===== config.mk =====
export PLATFORM = sky130hd
export DESIGN_NAME = param_alu
export DESIGN_NICKNAME = d
export VERILOG_FILES = /design/src/rtl/alu_pkg.sv /design/src/rtl/alu_mul_pipe.sv /design/src/rtl/param_alu.sv
export SDC_FILE = /design/constraint.sdc
export NUM_CORES = 1
export LEC_CHECK = 0
export BUFFER_PORTS_ARGS = -buffer_cell sky130_fd_sc_hd__buf_4
export CORE_MARGIN = 4
export CORE_UTILIZATION = 45
export CTS_BUF_LIST = sky130_fd_sc_hd__clkbuf_16
export CTS_CLUSTER_DIAMETER = 200
export DETAILED_ROUTE_END_ITERATION = 10
export PLACE_DENSITY = 0.63
export SKIP_LAST_GASP = 1
export SLEW_MARGIN = 20
export SYNTH_ARGS = -nofsm -noshare
export SYNTH_HDL_FRONTEND = slang
export SYNTH_HIERARCHICAL = 1
export SYNTH_SLANG_ARGS = --single-unit
export TNS_END_PERCENT = 100

===== constraint.sdc =====
create_clock -name clk -period 6.16 [get_ports clk]
set_input_delay 1.54 -clock clk [delete_from_list [all_inputs] [get_ports clk]]
set_output_delay 1.54 -clock clk [all_outputs]
set_load 0.005 [all_outputs]

===== src/rtl/alu_pkg.sv =====
// alu_pkg: opcodes, FSM states and limits shared by the param_alu slice
package alu_pkg;
  typedef enum logic [2:0] {
    no_op  = 3'b000,
    add_op = 3'b001,
    and_op = 3'b010,
    xor_op = 3'b011,
    mul_op = 3'b100,
    sub_op = 3'b101,
    max_op = 3'b110,
    rsv_op = 3'b111
  } operation_t;
  typedef enum logic {IDLE, MUL} state_t;
  localparam int MAX_MUL_LAT = 16;
endpackage


===== src/rtl/alu_mul_pipe.sv =====
// alu_mul_pipe: full-width product delayed so the top's result register is the last of MUL_LAT stages
module alu_mul_pipe #(
  parameter int WIDTH   = 8,
  parameter int MUL_LAT = 3
) (
  input  logic                 clk,
  input  logic [WIDTH-1:0]     a,
  input  logic [WIDTH-1:0]     b,
  output logic [2*WIDTH-1:0]   p
);
  logic [2*WIDTH-1:0] prod;
  assign prod = (2*WIDTH)'(a) * (2*WIDTH)'(b);
  if (MUL_LAT == 1) begin : g_comb
    assign p = prod;
  end else begin : g_pipe
    logic [2*WIDTH-1:0] d [MUL_LAT-1];
    always_ff @(posedge clk) begin
      d[0] <= prod;
      for (int i = 1; i < MUL_LAT - 1; i++) d[i] <= d[i-1];
    end
    assign p = d[MUL_LAT-2];
  end
endmodule


===== src/rtl/param_alu.sv =====
// param_alu: parametrised ALU with start/done handshake and a multi-cycle multiply
module param_alu
  import alu_pkg::*;
#(
  parameter int WIDTH   = 8,
  parameter int MUL_LAT = 3
) (
  input  logic                 clk,
  input  logic                 reset,
  input  logic                 start,
  input  logic [2:0]           op,
  input  logic [WIDTH-1:0]     A,
  input  logic [WIDTH-1:0]     B,
  output logic                 busy,
  output logic                 done,
  output logic                 err,
  output logic [2*WIDTH-1:0]   result
);
  localparam int W2 = 2 * WIDTH;
  localparam int CW = $clog2(MAX_MUL_LAT);
  if (MUL_LAT < 1 || MUL_LAT > MAX_MUL_LAT) begin : g_bad_lat
    $error("param_alu: MUL_LAT out of range 1..16");
  end
  operation_t opc;
  state_t state;
  logic [CW-1:0] cnt;
  logic [W2-1:0] mul_p, alu_res;
  assign opc = operation_t'(op);
  assign busy = (state == MUL);
  alu_mul_pipe #(.WIDTH(WIDTH), .MUL_LAT(MUL_LAT)) u_mul (
    .clk(clk),
    .a(A),
    .b(B),
    .p(mul_p)
  );
  always_comb begin
    alu_res = (opc == add_op) ? W2'(A) + W2'(B) :
              (opc == and_op) ? W2'(A & B) :
              (opc == xor_op) ? W2'(A ^ B) :
              (opc == mul_op) ? mul_p :
              (opc == sub_op) ? {{WIDTH{A < B}}, A - B} :
              (opc == max_op) ? W2'((A > B) ? A : B) : '0;
  end
  // Operands are consumed at the accepting edge; the multiply pipe carries them thereafter
  always_ff @(posedge clk) begin
    if (reset) begin
      state  <= IDLE;
      cnt    <= '0;
      done   <= 1'b0;
      err    <= 1'b0;
      result <= '0;
    end else begin
      done <= 1'b0;
      if (state == MUL) begin
        cnt <= cnt - 1'b1;
        if (cnt == CW'(1)) begin
          state  <= IDLE;
          done   <= 1'b1;
          err    <= 1'b0;
          result <= mul_p;
        end
      end else if (start) begin
        if (opc == mul_op && MUL_LAT > 1) begin
          state <= MUL;
          cnt   <= CW'(MUL_LAT - 1);
        end else if (opc != no_op) begin
          done <= 1'b1;
          err  <= (opc == rsv_op);
          if (opc != rsv_op) result <= alu_res;
        end
      end
    end
  end
endmodule


# --- Word-level counts from Yosys, hierarchy flattened ---
# Memories as Yosys holds them, arrays and structs flattened.
# Cells that the tools add are included.
classes:
  n_mul: 1
  n_reduce_logical: 8
  n_eq_ne: 11
  addsub: 3
  bitwise_logic: 2
  muxes: 29
  order_cmp: 2
ops:
  columns: ["operator", "count"]
  rows:
  - ["two-way mux 16 bit", 10]
  - ["multiplier 8 x 8 -> 16 bit", 1]
  - ["two-way mux 8 bit", 2]
  - ["two-way mux 1 bit", 14]
  - ["equality test 3 bit (second input constant)", 4]
  - ["two-way mux 4 bit", 3]
  - ["adder 8 x 8 -> 9 bit", 1]
  - ["AND 8 bit", 1]
  - ["greater-than comparator 8 bit", 1]
  - ["< comparator 8 bit", 1]
  - ["nonzero test 2 bit", 4]
  - ["subtractor 8 bit", 1]
  - ["XOR 8 bit", 1]
  - ["equality test 3 x 2 -> 1 bit (second input constant)", 2]
  - ["AND reduction 5 bit", 1]
  - ["equality test 4 x 1 -> 1 bit (second input constant)", 1]
  - ["AND reduction 4 bit", 1]
  - ["subtractor 4 x 1 -> 4 bit (second input constant)", 1]
  - ["equality test 3 x 1 -> 1 bit (second input constant)", 1]
  - ["!= test 3 bit (second input constant)", 1]
  - ["nonzero test 3 bit", 1]
  - ["!= test 2 x 1 -> 1 bit (second input constant)", 1]
  - ["!= test 2 bit (second input constant)", 1]
  - ["AND reduction 2 bit", 1]
word_totals:
  register_bits: 23
  out_inout_bits: 19
  memories: 1
  ram_bits: 32
memory_table:
  columns: ["name", "words", "width", "rd", "rd_ports_with_merged_regs", "wr", "line", "text"]
  rows:
  - ["u_mul.g_pipe.d", 2, 16, 2, 0, 2, "alu_mul_pipe.sv:16", "logic [2*WIDTH-1:0] d [MUL_LAT-1];"]

# --- Longest topological paths before layout ---
# Gate-level depths: netlist of run 1.
logic_depth:
  depth_word: 12
  ltp_mapped: 15
  mapped_depth_nobuf: 15

# --- Cells and area by module ---
# Netlist of run 1, hierarchy kept.
modules_own_cells:
  columns: ["module", "area_each_um2", "seq_area_each_um2", "cells_each", "instances"]
  rows:
  - ["alu_mul_pipe", 2866.5, 640.6, 291, 1]
  - ["param_alu", 2270.9, 460.4, 307, 1]

# --- Worst setup path before layout of run 1 ---
# No wires, ideal clock.
synth_path:
  path_type: "input -> register"
  startpoint: "in B[4]"
  endpoint: "mem u_mul/g_pipe.d[0][11] (netlist name)"
  setup_time_ps: 72
  required_ps: 6088
  cell_stages: 15
  slack_ps: 1108
  arrival_ps: 4980
  cell_sequence: "and2_1 fa_1 inv_1 fa_1 inv_1 fa_1 inv_1 fa_1 inv_1 ha_1 a21o_1 a21oi_1 nand2_1 a31oi_1 xnor2_1"
synth_lines:
  columns: ["item", "line", "text"]
  rows:
  - ["from (decl)", "param_alu.sv:13", "input logic [WIDTH-1:0] B,"]
  - ["to (decl)", "alu_mul_pipe.sv:16", null]

==> out/summary.txt, run 1 <==
DP HPWL - 9349 um
Die area - 0.01319 mm^2
Main combinational cell family by area after synthesis - adder cells
Setup violations, final - 0
CP arrival - 5.28 ns
Fmax - 0.1962 GHz
Fill count - 1059
Slowest-stage cell, CP - fa_1
Iter 0 DRT Violations - 309
Hold Buf Count CTS - 0
Area growth syn-to-layout - 8.354%
Crit path capture type - register
Tot GR Track Use - 19.54%
Crit path top cell by count - fa_1
Multi-input logic area - 0.003561 mm^2
Minimum clock period - 5.096 ns
Adder-cell share of the synthesized area - 27.96%
Total chip power - 0.001501 W
GR met1 Demand/Resource - 26.19%
Drt first pass iters - 5
Final nets - 723
H-tree level count - 2
CP top delay family - adder cells
Clock Skews - 0.009034 ns
PD cells - 269.7 mW/mm^2
Cell Chain, Critical Path - buf_4, and2_1, fa_1, fa_1, fa_1, inv_1, fa_1, inv_1, ha_1, a21oi_1, o21ai_2, nor4_1, a21oi_1, xor2_1
Mux cell area share after synthesis - 1.754%
TritonCTS buffer count - 5
Sinks on the clock net - 55
Worst-path fanout max - 11
Via/cell ratio - 5.587
RSZ-0062 raised after global routing - false
Final Cycle Share - 82.73%
Synth Area in XOR/XNOR - 3.069%
Worst min path class - register to register
Largest net degree at the start of global routing - 36
DR WL/cell - 16.19 um
Worst-Margin Slew - 0.7314 ns
Logic pwr share - 47.4%
Compound-cell area share of the yosys netlist - 17.85%
IO Count - 41
DRC - 0
First-pass GRT wire length - 20790 um
Core Area - 0.01098 mm^2
Most frequent cells in the layout - inv_1 (68), nand2_1 (60), dfxtp_1 (55)
Synth warnings - 6
Max-slew headroom - 51.14%
Max-cap violations - 0
Clock Tree Buf Depth - 2
CP Class - input pin to register
Port Buffers - 40
Seq/Total Area, Yosys - 21.43%
Met3 Resource Use GR - 2.474%
TritonCTS clock tree - done
Hold Vio Cnt, Final - 0
Int Pwr - 0.0009299 W
Root buf cell - clkbuf_16
Clock Pin Slew Worst Setup and Hold Paths - 0.07 ns
Die Y - 114.9 um
Setup repair bufs after CTS - 0
Vias - 4190
Run status - completed
Met2 usage - 33.10%
Worst stage delay on the critical path - 0.55 ns
Mean Syn Cell Area - 8.591 um^2
Worst EP required - 6.35 ns
Post-synth EDFFs - 0
Worst VDD drop - 0.0001743 V
Mapped Cells - 598
Synth unique cells - 64
Initial Util - 46.78%
DP Area - 0.005408 mm^2
Sw Share - 38.06%
Setup_tns - 0 ns
Global route hottest layer - met2
Max Slew Vio Count - 0
Sequential share of power - 32.6%
Buf/Inv on CP - 3
Flops & latches, synth - 55
Final instance area - 0.005567 mm^2
Post-Syn Area - 0.005137 mm^2
Asr flop ratio synth - 0%
Number of global-route vias before repair - 4188
Commonest non-fill, non-tap cell in the layout - inv_1
Post-CTS sizing - 0
Clock power frac - 20.1%
Layout cells sized above 1 - 10.00%
NetSw - 0.0005713 W
ANT nets after route - 0
ANT cells - 0
Main flop type after synthesis - dfxtp_1
Grt ovf - 0
Row count - 38
Register area - 0.001101 mm^2
Leakage power - 2.554 nW
CP Launch Type - input pin
Die W - 114.9 um
Detailed Route WL - 12150 um
GP Congestion - 0.8669
Syn_nets - 712
Initial antenna violation count - 0
Simple-gate area share of the yosys netlist - 18.68%
Clock Latency Late Sink - 0.30 ns
flip-flops by register name, summed over array words and instances, names as in the netlist:
| name | cells |
|---|---|
| busy | 1 |
| cnt | 4 |
| done | 1 |
| err | 1 |
| result | 16 |
| u_mul/g_pipe.d | 32 |
Yosys cell counts, types with 11 or more instances:
library cell / count / area, um^2
nor3_1: 11 / 55.05
ha_1: 54 / 675.7
inv_1: 68 / 255.2
and2_1: 48 / 300.3
clkbuf_1: 12 / 45.04
buf_4: 19 / 142.6
xnor2_1: 12 / 105.1
nand2_1: 60 / 225.2
nor2_1: 28 / 105.1
a21oi_1: 31 / 155.2
dfxtp_1: 55 / 1101
fa_1: 38 / 760.7
o21ai_0: 21 / 105.1
worst register-to-register path, delay by kind of cell (launching register included):
kind                   cells  cell delay [ns]
AO/OA/AOI/OAI              3             0.84
buffers and inverters      1             0.32
flip-flops                 1             0.31
AND/OR/NAND/NOR            2             0.63
power by group through the flow:
stage               Sequential [W]  Combinational (W)  Clock, W
global route              0.000499           0.000812  0.000316
finish                    0.000489           0.000711  0.000301
detailed placement        0.000498           0.000709         0
CTS                       0.000490           0.000715  0.000306
floorplan                 0.000486           0.000596         0
global placement          0.000496           0.000697         0
area by class of cell:
type                            instances  share of cell area [%]
Sequential cell                        55                   19.78
Tap cell                              140                   3.147
Timing Repair Buffer                   42                   5.664
Inverter                               68                   4.585
Clock inverter                          3                  0.6069
Clock buffer                            5                   2.248
Multi-Input combinational cell        437                   63.97
cells by family after synthesis:
logic type | count (synthesis)
compound gates | 130
xor+xnor | 18
fa+ha+maj | 92
buf+inv | 106
flops | 55
mux | 9
simple gates | 188
metal layers:
layer  up-vias  wire length [um]
met5         -                 0
met4         0               198
met3        13               725
met2       106              5889
met1      2030              5332
li1       2041                 -
through the flow:
step | utilization, % | setup slack (ns) | instances | hold slack, ns
after detailed placement | 49.24 | 0.7588 | 742 | 0.3121
final | 50.68 | 1.064 | 750 | 0.3301
after floorplan | - | 1.108 | 598 | 0.3096
after global placement | 49.24 | 0.8116 | 742 | 0.3129
after CTS | 50.68 | 1.070 | 750 | 0.3302
after global routing | 50.68 | 0.8710 | 750 | 0.3360
final timing paths:
kind	from	endpoint	slack, ns	cells past startpoint
min reg2reg	u_mul/g_pipe.d[0][13]$_DFF_P_	u_mul/g_pipe.d[0][29]$_DFF_P_	0.33	0
min	u_mul/g_pipe.d[0][13]$_DFF_P_	u_mul/g_pipe.d[0][29]$_DFF_P_	0.33	0
max reg2reg	busy$_SDFF_PP0_	result[8]$_SDFFE_PP0P_	3.92	6
max	B[7]	u_mul/g_pipe.d[0][14]$_DFF_P_	1.06	14
(Power assumes the default switching activity.)
==> inputs of run 2 (changes only) <==
==> constraint.sdc (replaced) <==
create_clock -name clk -period 5.1 [get_ports clk]
set_input_delay 1.275 -clock clk [delete_from_list [all_inputs] [get_ports clk]]
set_output_delay 1.275 -clock clk [all_outputs]
set_load 0.005 [all_outputs]
==> out/summary.txt, run 2 (synthesized netlist as in run 1, its figures left out) <==
Tot GR Track Use - 19.55%
Max-slew headroom - 43.68%
RR Startpoint - busy$_SDFF_PP0_
R2R setup slack - 2.83 ns
Run status - completed
Initial antenna violation count - 0
Worst EP required - 5.33 ns
DP Area - 0.005475 mm^2
Core Area - 0.01098 mm^2
TritonCTS clock tree - done
GR met1 Demand/Resource - 25.35%
Clock Pin Slew Worst Setup and Hold Paths - 0.07 ns
Most frequent cells in the layout - inv_1 (68), nand2_1 (60), dfxtp_1 (55)
Setup_tns - 0 ns
Iter 0 DRT Violations - 232
Vias - 4209
Leakage power - 2.592 nW
Fin util - 51.24%
Area growth syn-to-layout - 9.547%
Crit path capture type - register
Met3 Resource Use GR - 3.842%
Max reg flops - 32
Layout cells sized above 1 - 11.31%
H-tree level count - 2
Drt first pass iters - 5
Top flop regs - u_mul/g_pipe.d (32), result (16), cnt (4)
Setup violations, final - 0
Fill count - 1081
Hold Buf Count CTS - 0
Sinks on the clock net - 55
Final instance area - 0.005628 mm^2
Root buf cell - clkbuf_16
Clock Tree Buf Depth - 2
Die Y - 114.9 um
Grt ovf - 0
Hold Path Depth - 0
Max-cap violations - 0
Clock Skews - 0.005318 ns
Post-CTS sizing - 0
Die W - 114.9 um
RSZ-0062 raised after global routing - false
CP Launch Type - input pin
Largest register by flop count - u_mul/g_pipe.d
Worst-path fanout max - 11
Via/cell ratio - 5.545
Final nets - 732
Worst R2R End - result[5]$_SDFFE_PP0P_
Worst R2R Path Depth - 8
Port Buffers - 40
ANT nets after route - 0
Final Cycle Share - 92.75%
PD cells - 325.8 mW/mm^2
Initial Util - 46.78%
Clock Latency Late Sink - 0.30 ns
Detailed Route WL - 12330 um
Worst min path class - register to register
DR WL/cell - 16.25 um
Row count - 38
First-pass GRT wire length - 20770 um
CP Class - input pin to register
Max Slew Vio Count - 0
Hold Vio Cnt, Final - 0
Worst VDD drop - 0.0002133 V
CP arrival - 4.96 ns
IO Count - 41
Min-delay src - u_mul/g_pipe.d[0][15]$_DFF_P_
Die area - 0.01319 mm^2
Setup repair bufs after CTS - 0
Number of global-route vias before repair - 4262
Global route hottest layer - met2
DP HPWL - 9600 um
GP Congestion - 0.8602
Minimum clock period - 4.730 ns
Fmax - 0.2114 GHz
Hold Path End - u_mul/g_pipe.d[0][31]$_DFF_P_
Largest net degree at the start of global routing - 36
Met2 usage - 33.56%
DRC - 0
Worst-Margin Slew - 0.8429 ns
ANT cells - 0
TritonCTS buffer count - 5
Commonest non-fill, non-tap cell in the layout - inv_1
run 2: changes by cell type in the layout (fill, tap and decap cells not counted), sizes merged:
| cell | before | now |
|---|---|---|
| buf | 42 | 51 |
| clkinvlp | 0 | 1 |
| clkinv | 1 | 0 |
run 2: how the worst max path moves through the flow:
stage	startpoint	end	slack (ns)
floorplan	B[4]	u_mul/g_pipe.d[0][11]$_DFF_P_	0.31
global placement	B[4]	u_mul/g_pipe.d[0][11]$_DFF_P_	0.10
CTS	B[4]	u_mul/g_pipe.d[0][11]$_DFF_P_	0.36
detailed placement	B[4]	u_mul/g_pipe.d[0][11]$_DFF_P_	0.04
finish	B[4]	u_mul/g_pipe.d[0][11]$_DFF_P_	0.37
global route	B[4]	u_mul/g_pipe.d[0][11]$_DFF_P_	0.10
run 2: critical path: stages:
cell and delay [ns]:
buf_4 0.15, and2_1 0.18, fa_1 0.53, inv_1 0.05
fa_1 0.47, inv_1 0.06, fa_1 0.53, inv_1 0.05
fa_1 0.52, inv_1 0.04, ha_1 0.29, a21o_1 0.16
a21oi_1 0.19, nand2_1 0.11, a31oi_1 0.21, xnor2_1 0.14
run 2: layout make-up:
| cell class | count | area (um^2) | share of cell area (%) |
|---|---|---|---|
| multi-input cells | 437 | 3561 | 63.27 |
| flip-flops and latches | 55 | 1101 | 19.56 |
| repair buffers | 51 | 382.9 | 6.803 |
| inverters | 68 | 255.2 | 4.535 |
| well taps | 140 | 175.2 | 3.112 |
| clock buffers | 5 | 125.1 | 2.223 |
| clock inverters | 3 | 27.53 | 0.4891 |
run 2: through the flow:
stage                     power [W]  hold WS (ns)  setup WS [ns]  cells
final                      0.001834        0.3296         0.3698    759
after global routing       0.001994        0.3344         0.1032    759
after CTS                  0.001847        0.3297         0.3558    759
after detailed placement   0.001485        0.3121        0.04232    751
after global placement     0.001468        0.3129         0.1032    751
after floorplan            0.001306        0.3096         0.3132    598
run 2: power breakdown:
part	total [W]	internal [W]	switching, W
logic	0.000886	0.000405	0.000481
clock network	0.000358	0.000188	0.000170
registers	0.000589	0.000554	0.0000352
run 2: per-layer routing:
| layer | up-vias | share of wire, % |
|---|---|---|
| met5 | - | 0 |
| met4 | 0 | 1.5 |
| met3 | 15 | 4.9 |
| met2 | 89 | 49 |
| met1 | 2053 | 45 |
| li1 | 2052 | - |
